`config.mk`:
```
export PLATFORM = sky130hd
export DESIGN_NAME = versal_pl_axil_regs
export DESIGN_NICKNAME = d
export VERILOG_FILES = /design/src/rtl/versal_pl_axil_regs.sv
export SDC_FILE = /design/constraint.sdc
export NUM_CORES = 1
export LEC_CHECK = 0
export BUFFER_PORTS_ARGS = -buffer_cell sky130_fd_sc_hd__buf_4
export CORE_ASPECT_RATIO = 0.9
export CORE_MARGIN = 3
export CORE_UTILIZATION = 25
export DETAILED_ROUTE_END_ITERATION = 6
export SLEW_MARGIN = 0
export SYNTH_ARGS = -nofsm -noshare
export SYNTH_HDL_FRONTEND = slang
export SYNTH_SLANG_ARGS = --single-unit
```
`constraint.sdc`:
```
create_clock -name CLK -period 9.3 [get_ports CLK]
set_clock_uncertainty 0.15 [all_clocks]
set_input_delay 1.395 -clock CLK [delete_from_list [all_inputs] [get_ports CLK]]
set_output_delay 1.395 -clock CLK [all_outputs]
set_load 0.005 [all_outputs]
```
`src/rtl/versal_pl_axil_regs.sv`:
```
// versal_pl_axil_regs: AXI4-Lite register bank for the OBC module (version, scratch,
// control outputs, status inputs, one W1C interrupt). One outstanding write and one
// outstanding read, with independent channels.
// Optional feature: define VERSAL_PL_AXIL_CYCLE_COUNT_EN to map a free-running
// 32-bit cycle counter at offset 0x008 (otherwise 0x008 is unmapped).
module versal_pl_axil_regs #(
  parameter int unsigned ADDR_WIDTH = 12,
  parameter logic [31:0] VERSION    = 32'h2025_0100
) (
  input  logic                  CLK,
  input  logic                  RST,
  input  logic [ADDR_WIDTH-1:0] S_AXI_AWADDR,
  input  logic                  S_AXI_AWVALID,
  output logic                  S_AXI_AWREADY,
  input  logic [31:0]           S_AXI_WDATA,
  input  logic [3:0]            S_AXI_WSTRB,
  input  logic                  S_AXI_WVALID,
  output logic                  S_AXI_WREADY,
  output logic [1:0]            S_AXI_BRESP,
  output logic                  S_AXI_BVALID,
  input  logic                  S_AXI_BREADY,
  input  logic [ADDR_WIDTH-1:0] S_AXI_ARADDR,
  input  logic                  S_AXI_ARVALID,
  output logic                  S_AXI_ARREADY,
  output logic [31:0]           S_AXI_RDATA,
  output logic [1:0]            S_AXI_RRESP,
  output logic                  S_AXI_RVALID,
  input  logic                  S_AXI_RREADY,
  output logic [7:0]            CTRL,
  input  logic [7:0]            STATUS,
  input  logic                  EVENT,
  output logic                  IRQ
);

  localparam int unsigned WW = ADDR_WIDTH - 2;

  localparam logic [1:0] RESP_OKAY   = 2'b00;
  localparam logic [1:0] RESP_SLVERR = 2'b10;

  localparam logic [WW-1:0] OFF_VERSION  = WW'(0);
  localparam logic [WW-1:0] OFF_SCRATCH  = WW'(1);
  localparam logic [WW-1:0] OFF_CYCLE    = WW'(2);
  localparam logic [WW-1:0] OFF_CONTROL  = WW'(3);
  localparam logic [WW-1:0] OFF_STATUS   = WW'(4);
  localparam logic [WW-1:0] OFF_IRQ_STAT = WW'(5);
  localparam logic [WW-1:0] OFF_IRQ_EN   = WW'(6);

  typedef enum logic {W_IDLE, W_RESP} w_state_t;
  typedef enum logic {R_IDLE, R_DATA} r_state_t;

  function automatic logic is_mapped(input logic [WW-1:0] word);
    case (word)
      OFF_VERSION, OFF_SCRATCH, OFF_CONTROL, OFF_STATUS, OFF_IRQ_STAT, OFF_IRQ_EN:
        is_mapped = 1'b1;
`ifdef VERSAL_PL_AXIL_CYCLE_COUNT_EN
      OFF_CYCLE: is_mapped = 1'b1;
`endif
      default: is_mapped = 1'b0;
    endcase
  endfunction

  logic          ready_en;
  w_state_t      w_state_q, w_state_d;
  r_state_t      r_state_q, r_state_d;
  logic          aw_held, w_held;
  logic [WW-1:0] aw_word_q;
  logic [31:0]   w_data_q;
  logic [3:0]    w_strb_q;
  logic          aw_hs, w_hs, ar_hs, wr_commit;
  logic [WW-1:0] wr_word, ar_word;
  logic [31:0]   wr_data;
  logic [3:0]    wr_strb;
  logic [1:0]    bresp_q, rresp_q;
  logic [31:0]   rdata_q, rd_mux;
  logic [31:0]   scratch_q;
  logic [7:0]    ctrl_q;
  logic          irq_stat_q, irq_en_q, irq_q, event_q, event_rise, irq_clr;
  logic          unused_addr_lsbs;
`ifdef VERSAL_PL_AXIL_CYCLE_COUNT_EN
  logic [31:0]   cycle_cnt;
`endif

  // Byte-lane bits of the addresses carry no meaning for 32-bit registers.
  assign unused_addr_lsbs = ^{S_AXI_AWADDR[1:0], S_AXI_ARADDR[1:0]};

  assign S_AXI_AWREADY = ready_en & (w_state_q == W_IDLE) & ~aw_held;
  assign S_AXI_WREADY  = ready_en & (w_state_q == W_IDLE) & ~w_held;
  assign S_AXI_BVALID  = (w_state_q == W_RESP);
  assign S_AXI_BRESP   = bresp_q;
  assign S_AXI_ARREADY = ready_en & (r_state_q == R_IDLE);
  assign S_AXI_RVALID  = (r_state_q == R_DATA);
  assign S_AXI_RDATA   = rdata_q;
  assign S_AXI_RRESP   = rresp_q;
  assign CTRL          = ctrl_q;
  assign IRQ           = irq_q;

  assign aw_hs = S_AXI_AWVALID & S_AXI_AWREADY;
  assign w_hs  = S_AXI_WVALID & S_AXI_WREADY;
  assign ar_hs = S_AXI_ARVALID & S_AXI_ARREADY;

  // A beat captured earlier takes precedence; otherwise use the beat arriving now.
  assign wr_word = aw_held ? aw_word_q : S_AXI_AWADDR[ADDR_WIDTH-1:2];
  assign wr_data = w_held ? w_data_q : S_AXI_WDATA;
  assign wr_strb = w_held ? w_strb_q : S_AXI_WSTRB;
  assign ar_word = S_AXI_ARADDR[ADDR_WIDTH-1:2];

  assign event_rise = EVENT & ~event_q;
  assign irq_clr    = wr_commit & (wr_word == OFF_IRQ_STAT) & wr_strb[0] & wr_data[0];

  // Ready outputs stay low in reset and rise on the first clock after it.
  always_ff @(posedge CLK or posedge RST) begin
    if (RST) ready_en <= 1'b0;
    else     ready_en <= 1'b1;
  end

  // Write FSM next state: commit once both address and data are available.
  always_comb begin
    w_state_d = w_state_q;
    wr_commit = 1'b0;
    case (w_state_q)
      W_IDLE: begin
        if ((aw_held | aw_hs) & (w_held | w_hs)) begin
          wr_commit = 1'b1;
          w_state_d = W_RESP;
        end
      end
      W_RESP: if (S_AXI_BREADY) w_state_d = W_IDLE;
      default: w_state_d = W_IDLE;
    endcase
  end

  // Write channel state, beat holding registers and write response.
  always_ff @(posedge CLK or posedge RST) begin
    if (RST) begin
      w_state_q <= W_IDLE;
      aw_held   <= 1'b0;
      w_held    <= 1'b0;
      aw_word_q <= '0;
      w_data_q  <= '0;
      w_strb_q  <= '0;
      bresp_q   <= RESP_OKAY;
    end else begin
      w_state_q <= w_state_d;
      if (wr_commit) begin
        aw_held <= 1'b0;
        w_held  <= 1'b0;
        bresp_q <= is_mapped(wr_word) ? RESP_OKAY : RESP_SLVERR;
      end else begin
        if (aw_hs) begin
          aw_held   <= 1'b1;
          aw_word_q <= S_AXI_AWADDR[ADDR_WIDTH-1:2];
        end
        if (w_hs) begin
          w_held   <= 1'b1;
          w_data_q <= S_AXI_WDATA;
          w_strb_q <= S_AXI_WSTRB;
        end
      end
    end
  end

  // Read data mux over the current register values.
  always_comb begin
    rd_mux = '0;
    case (ar_word)
      OFF_VERSION:  rd_mux = VERSION;
      OFF_SCRATCH:  rd_mux = scratch_q;
`ifdef VERSAL_PL_AXIL_CYCLE_COUNT_EN
      OFF_CYCLE:    rd_mux = cycle_cnt;
`endif
      OFF_CONTROL:  rd_mux = {24'h0, ctrl_q};
      OFF_STATUS:   rd_mux = {24'h0, STATUS};
      OFF_IRQ_STAT: rd_mux = {31'h0, irq_stat_q};
      OFF_IRQ_EN:   rd_mux = {31'h0, irq_en_q};
      default:      rd_mux = '0;
    endcase
  end

  // Read FSM next state.
  always_comb begin
    r_state_d = r_state_q;
    case (r_state_q)
      R_IDLE:  if (ar_hs) r_state_d = R_DATA;
      R_DATA:  if (S_AXI_RREADY) r_state_d = R_IDLE;
      default: r_state_d = R_IDLE;
    endcase
  end

  // Read state and registered read data, held stable until accepted.
  always_ff @(posedge CLK or posedge RST) begin
    if (RST) begin
      r_state_q <= R_IDLE;
      rdata_q   <= '0;
      rresp_q   <= RESP_OKAY;
    end else begin
      r_state_q <= r_state_d;
      if (ar_hs) begin
        rdata_q <= rd_mux;
        rresp_q <= is_mapped(ar_word) ? RESP_OKAY : RESP_SLVERR;
      end
    end
  end

  // Writable registers; SCRATCH honours every byte lane, the rest only lane 0.
  always_ff @(posedge CLK or posedge RST) begin
    if (RST) begin
      scratch_q <= '0;
      ctrl_q    <= '0;
      irq_en_q  <= 1'b0;
    end else if (wr_commit) begin
      if (wr_word == OFF_SCRATCH) begin
        for (int unsigned i = 0; i < 4; i++) begin
          if (wr_strb[i]) scratch_q[8*i +: 8] <= wr_data[8*i +: 8];
        end
      end
      if ((wr_word == OFF_CONTROL) && wr_strb[0]) ctrl_q <= wr_data[7:0];
      if ((wr_word == OFF_IRQ_EN) && wr_strb[0]) irq_en_q <= wr_data[0];
    end
  end

  // Interrupt status: EVENT rising edge sets and beats a simultaneous W1C.
  always_ff @(posedge CLK or posedge RST) begin
    if (RST) begin
      event_q    <= 1'b0;
      irq_stat_q <= 1'b0;
      irq_q      <= 1'b0;
    end else begin
      event_q <= EVENT;
      if (event_rise)   irq_stat_q <= 1'b1;
      else if (irq_clr) irq_stat_q <= 1'b0;
      irq_q <= irq_stat_q & irq_en_q;
    end
  end

`ifdef VERSAL_PL_AXIL_CYCLE_COUNT_EN
  // Free-running cycle counter, wraps naturally.
  always_ff @(posedge CLK or posedge RST) begin
    if (RST) cycle_cnt <= '0;
    else     cycle_cnt <= cycle_cnt + 32'd1;
  end
`endif

endmodule

```
; ---- Yosys cells after proc, flatten, opt, wreduce, memory -nomap -nowiden
; Index checks and enable logic that the tools add are counted.
[word_totals]
register_bits = 131
output_inout_bits = 50
elab_cells = 91
[op_classes]
eq_ne = 10
n_mux = 23
bitwise_logic = 21
reduce_logical = 17
[ops]
columns = op, n
row1 = one-hot mux 32 bit (6 select lines), 1
row2 = == test 10 x 3 -> 1 bit (second input constant), 6
row3 = two-way mux 32 bit, 1
row4 = == test 10 x 1 -> 1 bit (second input constant), 2
row5 = == test 10 x 2 -> 1 bit (second input constant), 2
row6 = zero test 10 bit, 2
row7 = two-way mux 1 bit, 15
row8 = AND 1 bit, 13
row9 = AND reduction 3 bit, 4
row10 = OR reduction 6 bit, 2
row11 = two-way mux 10 bit, 1
row12 = AND reduction 2 bit, 4
row13 = inverter 1 bit, 6
row14 = nonzero test 2 bit, 3
row15 = two-way mux 2 bit, 2
row16 = two-way mux 4 bit, 1
row17 = one-hot mux 1 bit (2 select lines), 2
row18 = logical AND 1 bit, 2
row19 = bitwise OR 1 bit, 2

; ---- Depth between registers and ports, before layout
[logic_depth]
depth_word = 13
depth_mapped = 6

; ---- Worst setup path after synthesis
; No wires, ideal clock.
[synth_timing]
kind = in2reg
startpoint = input port S_AXI_AWADDR[7]
endpoint = register ctrl_q[0] (netlist: CTRL[0])
arrival_ns = 3.185
t_required_ns = 9.025
path_slack_ns = 5.840
stages = 6
path_cell_list = or4_1 o22a_1 buf_6 or4_4 buf_6 mux2_4
[synth_via]
elab_chain_cells = 4
[synth_rtl]
columns = item, line
row1 = "start, declared", 12  ; input logic [ADDR_WIDTH-1:0] S_AXI_AWADDR,
row2 = two-way mux 10 bit, 102  ; assign wr_word = aw_held ? aw_word_q : S_AXI_AWADDR[ADDR_WIDTH-1:2];
row3 = == test 10 x 2 -> 1 bit, 216  ; if ((wr_word == OFF_CONTROL) && wr_strb[0]) ctrl_q <= wr_data[7:0];
row4 = logical AND 1 bit, 216
row5 = AND reduction 2 bit (no line), n/a
row6 = "end signal, assigned", 216
row7 = "end, declared", 76  ; logic [7:0] ctrl_q;
; Every way passes these cells.
; A chain may end at the register's enable or synchronous reset.

; ---- Worst setup path in the final report
[layout_timing]
startpoint = input port S_AXI_AWADDR[7]
endpoint = register scratch_q[9]
[layout_via]
elab_chain_cells = 3
[layout_rtl]
columns = item, line
row1 = two-way mux 10 bit, 102
row2 = == test 10 x 1 -> 1 bit, 211  ; if (wr_word == OFF_SCRATCH) begin
row3 = AND reduction 3 bit (no line), n/a
row4 = "end signal, assigned by index", 213  ; if (wr_strb[i]) scratch_q[8*i +: 8] <= wr_data[8*i +: 8];
row5 = "end, declared", 75  ; logic [31:0] scratch_q;
; Every way passes these cells.

==> qor.yml <==
run_status:
  run_status: "complete, no violations"
route:
  vias: 3900
  avgRoutedWirePerCell_um: 17.9
  drt-initial-drc-count: 237
  via_per_inst: 4.67
  wirelength_um: 14900
  drc_errors: 0
  first_pass_iters: 4
  final_antenna_net_count: 0
job:
  cap_violations: 0
timing:
  setup_viol: 0
  rsz0062_at_grt: "no"
  tightest_slew_ps: 1250
  fmax_ghz: 0.284
  tns_ps: 0
  finalHoldViolCount: 0
  fin_ws_ps: 5780
  finalCritPeriodShare: 0.378
  period_needed_ps: 3520
  maxSlewViolCount: 0
  slew_headroom: 0.167
global_routing:
  grt_overflow: 0
  track_usage: 0.122
  antenna_found_initial: 0
  grt_pass1_wl_um: 23600
  grt_pass1_vias: 4275
  grt_max_degree: 67
floorplanning:
  rows: 51
  design.core.area_mm2: 0.0221
  pin_count: 126
  fp.dieW_um: 166
  fp.dieH_um: 150
  die-area_mm2: 0.0248
  start_util: 0.260
cells_and_area:
  nFillCells: 2232
  n_antenna_cell: 0
  area_growth_pct: 29.8
  drive_above_1_share: 0.522
  finalNonFillerCells: 835
  nets: 608
yosys:
  synth_most_common_cell: "dfrtp_1"
  synth_seq_area_share: 0.563
  synth_seq_cells: 129
  synth_edf_count: 0
  yosys.area_share.simple: 0.0736
  syn_area_mm2: 0.00573
  synth_flop_cell: "dfrtp_1"
  synth_top_area_share: 0.563
  synth_area_per_cell_um2: 13.8
  synth_compound_area_frac: 0.0795
  syn_inst: 414
  synth.area.mux_share: 0.257
  synth_common_cells: "129 x dfrtp_1, 114 x mux2_2, 27 x a22o_1"
  yosys.area.top_type: "dfrtp_1"
  synth_cell_types: 40
  yosysWarningCount: 0
  synth_xor_area_frac: 0.00153
  synthTopCellsByArea: "dfrtp_1 56%, mux2_2 22%, a22o_1 4.1%, mux2_4 2.1%, nor4_4 1.5%"
  ys_async_sr_fraction: 1.00
  synth-adder-area-share: 0
  synth_top_family_by_area: "multiplexers"
place:
  gp_congestion: 0.725
  dp_hpwl_um: 10200
  port_buffers: 119
  dp_cells: 804
  dp_slack_ps: 5330
worst_hold_path:
  min_path_cells: 1
  worst_hold_startpoint: "event_q"
  hold_class: "reg -> reg"
  worstHoldEndpoint: "irq_stat_q"
clocking:
  cts_tree: "built"
  clkSlewWorstSetupHoldPaths_ps: 60
  cts_buffers: 17
  cts_setup_buffers: 0
  clock_latency_ps: 410
  cts_buffer_depth: 2
  cts_root_buf: "clkbuf_16"
  cts_resized: 0
  holdBufCountCts: 0
  cts.sinks: 129
  h-tree-depth: 4
critical_path:
  arrival_ps: 3660
  reg2reg_setup_slack_ps: 6060
  worst-setup-path-type: "in -> reg"
  crit_path_max_fanout: 8
  worstReg2RegEnd: "scratch_q[9]"
  startpoint_type: "input pin"
  timing.rr.start: "w_held"
  rr_worst_depth: 4
  cp.required_ps: 9450
  cp-end-kind: "flop"
power_and_ir_drop:
  seq_power_share: 0.455
  p_leak_uw: 0.00348
  swShare: 0.280
  internal_power_uw: 1200
  power_switching_uw: 468
  ir_drop_mv: 0.136
  clock_power_share: 0.361
  comb_power_share: 0.184
  p_per_area_mw_per_mm2: 225
==> power groups by stage <==
stage	clock network, uW	registers [uW]	logic [uW]
floorplan	0	720	257
global placement	0	756	296
detailed placement	0	770	311
CTS	625	760	313
global route	650	775	338
finish	603	760	308
==> logic make-up after synthesis <==
group / count (synthesis)
other cells: 2
mux: 129
xor+xnor: 1
compound gates: 61
simple gates: 63
buf+inv: 29
flops: 129
==> sequential cells by signal (all words and copies together), names as in the netlist <==
signal        flops
irq_en_q          1
event_q           1
scratch_q        32
CTRL              8
aw_held           1
w_strb_q          4
w_data_q         32
aw_word_q        10
S_AXI_BRESP       1
S_AXI_RRESP       1
ready_en          1
S_AXI_RVALID      1
irq_stat_q        1
w_held            1
S_AXI_RDATA      32
S_AXI_BVALID      1
IRQ               1
==> critical path, cell delays in order <==
cell	delay, ps
buf_4	110
or4_1	510
o22a_1	390
nor4_4	830
mux2_2	410
==> per-layer routing <==
| metal | global-route usage | part of all wire |
|---|---|---|
| met4 | 0.0424 | 0.016 |
| met3 | 0.0380 | 0.051 |
| met5 | 0 | 0 |
| met2 | 0.203 | 0.48 |
| met1 | 0.151 | 0.45 |
==> cell type report <==
type	count	area (um^2)	area share
clock buffers	18	439	0.0590
clock inverters	13	90.1	0.0121
inverters	6	27.5	0.00370
multi-input cells	257	2380	0.320
flip-flops and latches	129	3230	0.434
well taps	291	364	0.0489
repair buffers	121	908	0.122
==> through the flow <==
stage | util | hold WS, ps | instance area [um^2] | power [uW]
after detailed placement | 0.313 | 278 | 6910 | 1080
final | 0.337 | 285 | 7440 | 1670
after CTS | 0.337 | 286 | 7440 | 1700
after floorplan | - | 259 | 5740 | 977
after global placement | 0.313 | 271 | 6910 | 1050
after global routing | 0.337 | 289 | 7440 | 1760
==> worst max path at each step <==
stage,start,endpoint,cells past startpoint
6_report,S_AXI_AWADDR[7],scratch_q[9],5
5_1_grt,S_AXI_AWADDR[5],scratch_q[10],5
4_1_cts,S_AXI_AWADDR[7],scratch_q[11],5
3_5_place_dp,S_AXI_AWADDR[7],scratch_q[15],5
3_3_place_gp,S_AXI_AWADDR[7],scratch_q[14],5
2_1_floorplan,RST,CTRL[0],1
==> layout by cell type, fill, tap and decap left out, types with 3 or more instances in the layout <==
master / n
clkbuf_16: 17
inv_1: 5
inv_6: 3
nor2_1: 8
buf_4: 121
mux2i_1: 7
nor4_4: 4
nor4_1: 4
o21ai_0: 10
mux2_4: 8
clkinvlp_4: 4
dfrtp_1: 128
o31ai_1: 5
nor2b_1: 8
nor3b_1: 4
a21oi_1: 4
nand2_1: 7
conb_1: 3
clkinv_2: 5
mux2_2: 114
nand3_1: 11
a22o_1: 27
a22oi_1: 8
No activity file was read; power rests on OpenSTA's default activity.
